**src/rtl/axi_fifo_pkg.sv**
```systemverilog
// axi_fifo_pkg: shared FSM state type and pointer helpers for the AXI FIFO controller.
package axi_fifo_pkg;
  typedef enum logic [1:0] {S_INIT, S_RUN, S_FLUSH} fifo_state_e;
  function automatic logic [31:0] ptr_count(input logic [31:0] w, input logic [31:0] r);
    return w - r;
  endfunction
endpackage

```
**src/rtl/fifo_ptr.sv**
```systemverilog
// fifo_ptr: wrap-bit pointer counter with sync clear taking priority over increment.
module fifo_ptr #(
  parameter int ADDR_WIDTH = 5
) (
  input  logic                i_clk,
  input  logic                i_rst_n,
  input  logic                i_inc,
  input  logic                i_clr,
  output logic [ADDR_WIDTH:0] o_ptr,
  output logic [ADDR_WIDTH:0] o_ptr_d
);
  localparam int PW = ADDR_WIDTH + 1;
  logic [PW-1:0] ptr_q, ptr_d;
  always_comb ptr_d = i_clr ? '0 : ptr_q + PW'(i_inc);
  always_ff @(posedge i_clk or negedge i_rst_n)
    if (!i_rst_n) ptr_q <= '0;
    else ptr_q <= ptr_d;
  assign o_ptr   = ptr_q;
  assign o_ptr_d = ptr_d;
endmodule

```
**src/rtl/axi_fifo_ctrl.sv**
```systemverilog
// axi_fifo_ctrl: pointer/flag controller for a single-clock FIFO around an external
// dual-port RAM with 1-cycle synchronous read.
module axi_fifo_ctrl
  import axi_fifo_pkg::*;
#(
  parameter int ADDR_WIDTH = 5,
  parameter int AF_THRESH  = 28,
  parameter int AE_THRESH  = 4
) (
  input  logic                  i_clk,
  input  logic                  i_rst_n,
  input  logic                  i_wr_valid,
  output logic                  o_wr_ready,
  input  logic                  i_rd_en,
  output logic                  o_mem_we,
  output logic [ADDR_WIDTH-1:0] o_mem_waddr,
  output logic                  o_mem_re,
  output logic [ADDR_WIDTH-1:0] o_mem_raddr,
  output logic                  o_rd_data_vld,
  input  logic                  i_flush,
  output logic                  o_flush_busy,
  output logic                  o_full,
  output logic                  o_empty,
  output logic                  o_almost_full,
  output logic                  o_almost_empty,
  output logic [ADDR_WIDTH:0]   o_count
);
  localparam int PW = ADDR_WIDTH + 1;
  localparam logic [PW-1:0] DEPTH_C = PW'(2 ** ADDR_WIDTH);
  localparam logic [PW-1:0] AF_C    = PW'(AF_THRESH);
  localparam logic [PW-1:0] AE_C    = PW'(AE_THRESH);
  fifo_state_e   state_q, state_d;
  logic [PW-1:0] wptr, wptr_nxt, rptr, rptr_nxt, count_q, count_d;
  logic          full_q, full_d, empty_q, empty_d, af_q, af_d, ae_q, ae_d, rd_vld_q, rd_vld_d;
  logic          run, clr, wr_acc, rd_acc;
  assign run    = state_q == S_RUN;
  assign clr    = state_q == S_FLUSH;
  assign wr_acc = i_wr_valid & run & ~full_q;
  assign rd_acc = i_rd_en & run & ~empty_q;
  fifo_ptr #(.ADDR_WIDTH(ADDR_WIDTH)) u_wptr (
    .i_clk(i_clk), .i_rst_n(i_rst_n), .i_inc(wr_acc), .i_clr(clr), .o_ptr(wptr), .o_ptr_d(wptr_nxt)
  );
  fifo_ptr #(.ADDR_WIDTH(ADDR_WIDTH)) u_rptr (
    .i_clk(i_clk), .i_rst_n(i_rst_n), .i_inc(rd_acc), .i_clr(clr), .o_ptr(rptr), .o_ptr_d(rptr_nxt)
  );
  always_comb state_d = state_q == S_INIT ? S_RUN : (i_flush ? S_FLUSH : S_RUN);
  // Flags come from next-pointer values so they land on the same edge as the pointers.
  always_comb begin
    count_d  = PW'(ptr_count(32'(wptr_nxt), 32'(rptr_nxt)));
    full_d   = count_d == DEPTH_C;
    empty_d  = count_d == '0;
    af_d     = count_d >= AF_C;
    ae_d     = count_d <= AE_C;
    rd_vld_d = rd_acc;
  end
  always_ff @(posedge i_clk or negedge i_rst_n)
    if (!i_rst_n) begin
      state_q  <= S_INIT;
      count_q  <= '0;
      full_q   <= 1'b0;
      empty_q  <= 1'b1;
      af_q     <= 1'b0;
      ae_q     <= 1'b1;
      rd_vld_q <= 1'b0;
    end else begin
      state_q  <= state_d;
      count_q  <= count_d;
      full_q   <= full_d;
      empty_q  <= empty_d;
      af_q     <= af_d;
      ae_q     <= ae_d;
      rd_vld_q <= rd_vld_d;
    end
  assign o_wr_ready     = run & ~full_q;
  assign o_mem_we       = wr_acc;
  assign o_mem_waddr    = wptr[ADDR_WIDTH-1:0];
  assign o_mem_re       = rd_acc;
  assign o_mem_raddr    = rptr[ADDR_WIDTH-1:0];
  assign o_rd_data_vld  = rd_vld_q;
  assign o_flush_busy   = ~run;
  assign o_full         = full_q;
  assign o_empty        = empty_q;
  assign o_almost_full  = af_q;
  assign o_almost_empty = ae_q;
  assign o_count        = count_q;
endmodule

```
**config.mk**
```make
export PLATFORM = sky130hd
export DESIGN_NAME = axi_fifo_ctrl
export DESIGN_NICKNAME = d
export VERILOG_FILES = /design/src/rtl/axi_fifo_pkg.sv /design/src/rtl/fifo_ptr.sv /design/src/rtl/axi_fifo_ctrl.sv
export SDC_FILE = /design/constraint.sdc
export NUM_CORES = 1
export LEC_CHECK = 0
export CORE_AREA = 2 2 73 47
export DETAILED_ROUTE_END_ITERATION = 16
export DIE_AREA = 0 0 75 49
export MAX_ROUTING_LAYER = met4
export PLACE_DENSITY = 0.72
export SLEW_MARGIN = 20
export SYNTH_ARGS = -nofsm -noshare
export SYNTH_HDL_FRONTEND = slang
export SYNTH_HIERARCHICAL = 1
export SYNTH_SLANG_ARGS = --single-unit
```
**constraint.sdc**
```tcl
create_clock -name i_clk -period 3.1 [get_ports i_clk]
set_clock_uncertainty 0.15 [all_clocks]
set_input_delay 0.31 -clock i_clk [delete_from_list [all_inputs] [get_ports i_clk]]
set_output_delay 0.31 -clock i_clk [all_outputs]
set_load 0.005 [all_outputs]
```
After elaboration in Yosys (flattened, before gate mapping)
Cells that the tools add are included.

Reduce and logical (&&, ||, !) cells: 2. $add $sub $neg: 3. Order comparisons: 2. Mux-type cells: 4. Eq/ne operators: 3. Bitwise gates (word level): 8.

Operators by type and width (number): $add 6x1->6 (2); $mux 6 (2); $eq 6x6->1 const B (1); $ge 6x5->1 const B (1); $le 6x3->1 const B (1); $logic_not 6->1 (1); $sub 6x6->6 (1); $and 1x1->1 (5); $mux 2 (2); $not 1->1 (3); $eq 2x1->1 const B (1); $eq 2x2->1 const B (1); $logic_not 2->1 (1).

Register bits after elaboration: 25. Bits of input ports: 5. Logic and storage cells: 31. Output and inout bits: 25.

Depth between registers and ports, before layout
Gate-level depths: netlist (run 1).

Word-level depth: 7. Depth in mapped cells: 14. Gate-level depth less buffers: 14.

By module
The synthesis (run 1) kept the hierarchy.

Modules (own cells, without submodules): axi_fifo_ctrl (cells each 61, sequential area each 327.8 um^2, times used 1, area an instance 686.9 um^2); fifo_ptr (cells each 23, sequential area each 150.1 um^2, times used 2, area an instance 276.5 um^2).

Least setup slack after synthesis (run 1)
No wires, ideal clock.

Path type: reg2reg. Start: register state_q[1]. End: register empty_q, in the netlist o_empty. Arrival time: 3.015 ns. Clock period less this slack: 3.233 ns. Setup time: 0.068 ns. Required time: 2.882 ns. Setup slack: -0.133 ns. Path buffers: 0. Cell stages (with the launch flop): 12. Path through: dfrtp_1 nand2b_1 nor3b_1 ha_1 ha_1 nor2b_1 fa_1 nand2b_1 a21oi_1 xor2_1 or4_1 nor2_1.

Cells in the longest elaborated chain, start to end: 7. Elaborated cells between the ends (all ways): 12. Those cells by class: add/sub: 3; eq/ne: 2; mux: 2; bitwise: 4; reduce/logical: 1.

RTL lines: start, declared (RTL line axi_fifo_ctrl.sv:32) `fifo_state_e state_q, state_d;`; start signal, assigned (RTL line axi_fifo_ctrl.sv:66) `state_q <= state_d;`; $eq 2x1->1 (RTL line axi_fifo_ctrl.sv:36) `assign run = state_q == S_RUN;`; $and 1x1->1 (2 in a row) (RTL line axi_fifo_ctrl.sv:39) `assign rd_acc = i_rd_en & run & ~empty_q;`; named net o_mem_re (RTL line axi_fifo_ctrl.sv:17) `output logic o_mem_re,`; $add 6x1->6 (RTL line fifo_ptr.sv:14) `always_comb ptr_d = i_clr ? '0 : ptr_q + PW'(i_inc);`; $mux 6 (RTL line fifo_ptr.sv:14); named net rptr_nxt[1] (RTL line axi_fifo_ctrl.sv:33) `logic [PW-1:0] wptr, wptr_nxt, rptr, rptr_nxt, count_q, count_d;`; $sub 6x6->6 (RTL line axi_fifo_pkg.sv:5) `return w - r;`; named net count_d[4] (RTL line axi_fifo_ctrl.sv:33); $logic_not 6->1 (RTL line axi_fifo_ctrl.sv:51) `empty_d = count_d == '0;`; named net empty_d (RTL line axi_fifo_ctrl.sv:34) `logic full_q, full_d, empty_q, empty_d, af_q, af_d, ae_q, ae_d, rd_vld_q, rd_vld_d;`; end signal, assigned (RTL line axi_fifo_ctrl.sv:69) `empty_q <= empty_d;`; end, declared (RTL line axi_fifo_ctrl.sv:34).

The timed path passes the listed nets, and every way through them passes these cells.

Worst setup path in the final report (run 1)
Start: register state_q[0]. End: register empty_q, in the netlist o_empty.

Cells in the longest elaborated chain, start to end: 7. Elaborated cells between the ends (all ways): 12. Those cells by class: add/sub: 3; eq/ne: 2; mux: 2; bitwise: 4; reduce/logical: 1.

RTL lines: $eq 2x1->1 (RTL line axi_fifo_ctrl.sv:36); $and 1x1->1 (2 in a row) (RTL line axi_fifo_ctrl.sv:38) `assign wr_acc = i_wr_valid & run & ~full_q;`; $add 6x1->6 (RTL line fifo_ptr.sv:14); $mux 6 * (RTL line fifo_ptr.sv:14); named net wptr_nxt[1] (RTL line axi_fifo_ctrl.sv:33); $sub 6x6->6 * (RTL line axi_fifo_pkg.sv:5); named net count_d[4] (RTL line axi_fifo_ctrl.sv:33); $logic_not 6->1 * (RTL line axi_fifo_ctrl.sv:51); named net empty_d (RTL line axi_fifo_ctrl.sv:34).

Mark *: on every way through the listed nets, which the timed path passes. The rest lies on a longest branch.

==> run summary, run 1 <==
status -> finished, final reports clean
GR Util met1 -> 21.4%
Seq pwr share -> 24.9%
RSZ-0062 raised after global routing -> yes
GR met3 Demand/Resource -> 3.93%
drt drc -> 0
CTS H-Tree Depth -> 1
routed via count -> 991
via-per-instance ratio -> 4.67
Core Region -> 0.00306 sq mm
cell row count -> 16
global-route wire length before repair -> 4770 um
gr usage total -> 18.0%
combinational share of power -> 65.5%
Layout area overhead -> 62.8%
LEAKAGE -> 0.867 nW
Worst Max-Slew Pin Slew -> 0.317 ns
Layout Utilization -> 65.9%
min Tclk post-route -> 3.08 ns
CTS Buf Count -> 3
Register-to-Register Path Depth -> 13
Post-DP HPWL -> 2060 um
Inserted Diodes -> 0
Placer Congestion -> 0.766
number of global-route vias before repair -> 1,039
most common cell after layout, fill and taps aside -> clkdlybuf4s50_1
CP Max Fanout -> 3
Final ANT Viol Nets -> 0
worst skew pair latency -> 0.27 ns
HP Class -> input port to asynchronous set/reset pin
Slew HR -> 78.8%
Setup WS post-layout -> 0.0226 ns
Pwr per Cell Area -> 1010 mW/mm^2
chip width -> 75 um
# port buffers -> 29
Switching Power -> 0.000745 W
Max Clk Rate -> 325 MHz
Final Cell Area -> 0.00202 sq mm
dpl cells -> 198
CTS tree -> yes
post-synthesis register bit count -> 25
Sink Count -> 25
Top Usage Layer GRT -> met2
initial antenna violation count -> 0
syn nets -> 122
most frequent cells in the layout -> clkdlybuf4s50_1, buf_4, dfrtp_1
Power, Total -> 0.00203 W
Final Cycle Share -> 99.3%
clock-pin slew on the worst setup and hold paths -> 0.09 ns
Worst Setup End Kind -> flop
Netlist cell types -> 33
worst path arrival time -> 3.15 ns
Synth warnings -> 6
Initial DRC Count -> 30
Max Slew Vio Count -> 0
clk root buf -> clkbuf_8
share of cells above drive strength 1 -> 43.7%
CP required -> 3.17 ns
nets -> 183
# Max-Cap Violations -> 0
initial core utilization -> 40.5%
pre-CTS WS -> -0.248 ns
Die ar. -> 0.00368 sq mm
endpoints failing hold -> 0
total congestion overflow -> 0
Setup-failing EPs final -> 0
CP startpoint kind -> flop
Max Root-Sink Buffers -> 2
critical path class -> flop to flop
routed length per placed instance -> 14.3 um
synthesized cell area -> 0.00124 sq mm
synthesized instance count -> 107
Post-Route WL -> 3030 um
P_int -> 0.00129 W
sw frac -> 36.7%
DRT Pass-1 Iters -> 4
post-route insts no fill -> 212
sequential element share of the synthesized area -> 50.7%
Max IR drop VDD -> 0.000790 V
met2 GRT Util -> 30.3%
die height -> 49 um
post-placement cell area -> 0.00172 sq mm
# IOs -> 30
largest net degree at the start of global routing -> 26
clock share of power -> 9.6%
Mean Syn Cell Area -> 11.6 sq um
-- power groups by stage --
stage | clock, W | combinational, W | sequential (W)
after floorplan | 0 | 0.000514 | 0.000499
after global placement | 0 | 0.00104 | 0.000490
after detailed placement | 0 | 0.00106 | 0.000497
after CTS | 0.000205 | 0.00113 | 0.000498
after global routing | 0.000223 | 0.00144 | 0.000519
final | 0.000195 | 0.00133 | 0.000506
-- synth_stat cells --
cell type | number | share of area [%]
a2111oi_4 | 1 | 2.2
nand2_1 | 5 | 1.5
fa_1 | 1 | 1.6
or2b_2 | 2 | 1.4
a21oi_1 | 1 | 0.40
and2_2 | 1 | 0.61
a21oi_2 | 1 | 0.71
a21boi_0 | 1 | 0.61
inv_1 | 9 | 2.7
and3_1 | 1 | 0.50
nor4_2 | 2 | 2.0
xor2_1 | 6 | 4.2
dfrtp_1 | 23 | 46
inv_4 | 1 | 0.50
and2_4 | 1 | 0.71
nor2_1 | 13 | 3.9
ha_1 | 9 | 9.1
nand3b_1 | 1 | 0.61
mux2i_1 | 1 | 0.81
nand3_2 | 2 | 1.6
xor2_2 | 1 | 1.3
nand2b_1 | 2 | 1.0
o21a_1 | 1 | 0.61
nor3b_1 | 1 | 0.61
nor3_1 | 2 | 0.81
nand3_1 | 3 | 1.2
nor2b_1 | 5 | 2.5
xnor2_1 | 3 | 2.1
o21bai_1 | 2 | 1.2
dfstp_2 | 2 | 4.2
or4_1 | 1 | 0.61
and2_1 | 1 | 0.50
a211oi_2 | 1 | 1.0
-- per-layer routing --
| layer | share of wire (%) | vias to the layer above |
|---|---|---|
| met2 | 52 | 28 |
| met1 | 42 | 487 |
| met5 | 0 | - |
| met3 | 4.4 | 4 |
| li1 | - | 472 |
| met4 | 1.5 | 0 |
-- final cells by class --
type	count	area, sq um
fillers	239	1040
multi-input cells	72	748
flip-flops and latches	25	628
repair buffers	56	497
well taps	45	56.3
clock buffers	3	41.3
inverters	10	40.0
clock inverters	1	7.51
-- worst paths after layout --
kind | from | to | slack, ns
worst max-delay path | state_q[0] | o_empty | 0.02
worst max register to register | state_q[0] | o_empty | 0.02
max in group asynchronous | i_rst_n | o_almost_empty | 2.24
min in group i_clk | i_flush | state_q[1] | 0.46
worst min-delay path | i_rst_n | state_q[0] | 0.26
worst min register to register | state_q[1] | state_q[1] | 0.51
-- sequential cells by signal, indices dropped and copies added (netlist names) --
register and flops:
o_count 6, u_rptr/o_ptr 6, u_wptr/o_ptr 6, state_q 2
o_almost_empty 1, o_almost_full 1, o_empty 1, o_full 1
o_rd_data_vld 1
-- stage by stage --
step           setup TNS, ns  hold WS, ns
2_1_floorplan              0       -0.136
3_3_place_gp          -0.340        0.357
3_5_place_dp          -0.788        0.405
4_1_cts                    0        0.276
5_1_grt               -0.368        0.296
6_report                   0        0.263
-- worst max-delay path, stage by stage (launching register included) --
cell      delay (ns)
dfrtp_1         0.42
nand2b_4        0.11
nor2_4          0.04
and2_4          0.16
ha_4            0.16
ha_2            0.30
nor2b_2         0.17
inv_1           0.08
fa_1            0.44
nand2b_1        0.19
a21oi_2         0.15
xor2_1          0.09
or4_4           0.45
nor2_4          0.11
-- repair_timing --
| item | 4_1_cts | 5_1_grt |
|---|---|---|
| setup buffers | 3 | 7 |
| hold buffers | 0 | 0 |
| endpoints found under the setup margin | 3 | 5 |
| resized for setup | 11 | 24 |
| cloned | 0 | 0 |
| pin swaps | 4 | 18 |
-- kinds of logic after synthesis --
logic type                 synth area share [%]
muxes                                     0.807
xor gates and xnor gates                   7.67
buffers and inverters                      3.23
adders and majority gates                  10.7
AOI/OAI and AO/OA                          6.76
and+or+nand+nor                            20.2
DFF                                        50.7
(Power assumes the default switching activity.)
==> inputs of run 2 (changes only) <==
--- a/config.mk
+++ b/config.mk
@@ -8,6 +8,7 @@
 export CORE_AREA = 2 2 73 47
 export DETAILED_ROUTE_END_ITERATION = 16
 export DIE_AREA = 0 0 75 49
+export GPL_TIMING_DRIVEN = 1
 export MAX_ROUTING_LAYER = met4
 export PLACE_DENSITY = 0.72
 export SLEW_MARGIN = 20
@@ -15,3 +16,4 @@
 export SYNTH_HDL_FRONTEND = slang
 export SYNTH_HIERARCHICAL = 1
 export SYNTH_SLANG_ARGS = --single-unit
+export TNS_END_PERCENT = 50
==> run summary, run 2 (same netlist as run 1, synthesis figures left out) <==
status -> finished, final reports clean
worst path arrival time -> 3.15 ns
Max Slew Vio Count -> 0
clk root buf -> clkbuf_8
slowest stage delay, CP -> 0.45 ns
Max Clk Rate -> 325 MHz
drt drc -> 0
Core Region -> 0.00306 sq mm
Post-Route WL -> 3030 um
CP Cell Sequence -> nand2b_4, nor2_4, and2_4, ha_4, ha_2, nor2b_2, inv_1, fa_1, nand2b_1, a21oi_2, xor2_1, or4_4, nor2_4
initial core utilization -> 40.5%
largest net degree at the start of global routing -> 26
routed via count -> 991
Pwr per Cell Area -> 1010 mW/mm^2
global-route wire length before repair -> 4770 um
pre-CTS WS -> -0.248 ns
dpl cells -> 198
CP Max Fanout -> 3
Initial DRC Count -> 30
clock-pin slew on the worst setup and hold paths -> 0.09 ns
hold slack -> 0.263 ns
CTS H-Tree Depth -> 1
Slew HR -> 78.8%
CP required -> 3.17 ns
die height -> 49 um
most common cell after layout, fill and taps aside -> clkdlybuf4s50_1
post-route insts no fill -> 212
nets -> 183
Worst Max-Slew Pin Slew -> 0.317 ns
# IOs -> 30
RR Startpoint -> state_q[0]
CTS tree -> yes
HP Class -> input port to asynchronous set/reset pin
endpoints failing hold -> 0
Layout area overhead -> 62.8%
Sink Count -> 25
initial antenna violation count -> 0
Final Cycle Share -> 99.3%
hold_buf cts -> 0
critical path's most frequent cell -> nor2_4
CP startpoint -> state_q[0]
total congestion overflow -> 0
worst skew pair latency -> 0.27 ns
Post-DP HPWL -> 2060 um
Inserted Diodes -> 0
Die ar. -> 0.00368 sq mm
Setup-failing EPs final -> 0
gr usage total -> 18.0%
buffers and inverters on the worst path -> 1
post-placement cell area -> 0.00172 sq mm
min Tclk post-route -> 3.08 ns
# Max-Cap Violations -> 0
Setup WS post-layout -> 0.0226 ns
critical path class -> flop to flop
RSZ-0062 raised after global routing -> yes
Max stage delay cell, worst path -> or4_4
Max IR drop VDD -> 0.000790 V
Final ANT Viol Nets -> 0
Final Cell Area -> 0.00202 sq mm
CTS Buf Count -> 3
via-per-instance ratio -> 4.67
Worst Setup End Kind -> flop
most frequent cells in the layout -> clkdlybuf4s50_1, buf_4, dfrtp_1
share of cells above drive strength 1 -> 43.7%
chip width -> 75 um
Placer Congestion -> 0.766
Max Root-Sink Buffers -> 2
DRT Pass-1 Iters -> 4
routed length per placed instance -> 14.3 um
number of global-route vias before repair -> 1,039
cell row count -> 16
Top Family by Delay on Critical Path -> simple AND/OR/NAND/NOR gates
# port buffers -> 29
LEAKAGE -> 0.867 nW
CP startpoint kind -> flop
run 2: cell counts in the layout (fill, tap and decap cells not counted):
Identical to the previous run, type by type.
run 2: final timing paths:
| path | depth (start not counted) | endpoint | slack (ns) |
|---|---|---|---|
| worst max-delay path | 13 | o_empty | 0.02 |
| worst min-delay path | 2 | state_q[0] | 0.26 |
| worst max register to register | 13 | o_empty | 0.02 |
| min in group i_clk | 2 | state_q[1] | 0.46 |
| max in group asynchronous | 2 | o_almost_empty | 2.24 |
| worst min register to register | 2 | state_q[1] | 0.51 |
run 2: metrics by stage:
step                      TNS (ns)  util, %  power (W)
after floorplan                  0        -    0.00101
after global placement      -0.340     56.2    0.00153
after detailed placement    -0.788     56.2    0.00156
after CTS                        0     59.8    0.00183
after global routing        -0.368     65.9    0.00218
final                            0     65.9    0.00203
run 2: layer usage:
layer | vias to the layer above | share of wire [%] | GRT usage, %
met5 | - | 0 | -
met3 | 4 | 4.4 | 3.93
met1 | 487 | 42 | 21.4
met2 | 28 | 52 | 30.3
met4 | 0 | 1.5 | 5.36
li1 | 472 | - | -
run 2: final cells by class:
cell class	instances	area (sq um)
well taps	45	56.3
clock buffers	3	41.3
multi-input cells	72	748
fillers	239	1040
flip-flops and latches	25	628
clock inverters	1	7.51
inverters	10	40.0
repair buffers	56	497
run 2: power breakdown:
group          switching (W)  internal, W
clock network       0.000104    0.0000910
logic               0.000570     0.000760
registers          0.0000712     0.000435
run 2: repair_timing:
action / in CTS / in global routing
resized for setup: 11 / 24
endpoints found under the hold margin: 0 / 0
setup buffers: 3 / 7
cloned: 0 / 0
setup endpoints to repair: 3 / 5
pin swaps: 4 / 18
==> inputs of run 3 (changes only) <==
--- a/config.mk
+++ b/config.mk
@@ -11,7 +11,7 @@
 export GPL_TIMING_DRIVEN = 1
 export MAX_ROUTING_LAYER = met4
 export PLACE_DENSITY = 0.72
-export SLEW_MARGIN = 20
+export SLEW_MARGIN = 10
 export SYNTH_ARGS = -nofsm -noshare
 export SYNTH_HDL_FRONTEND = slang
 export SYNTH_HIERARCHICAL = 1
==> results of run 3 <==
The final DEF is identical to that of run 2; final timing and power are the same.
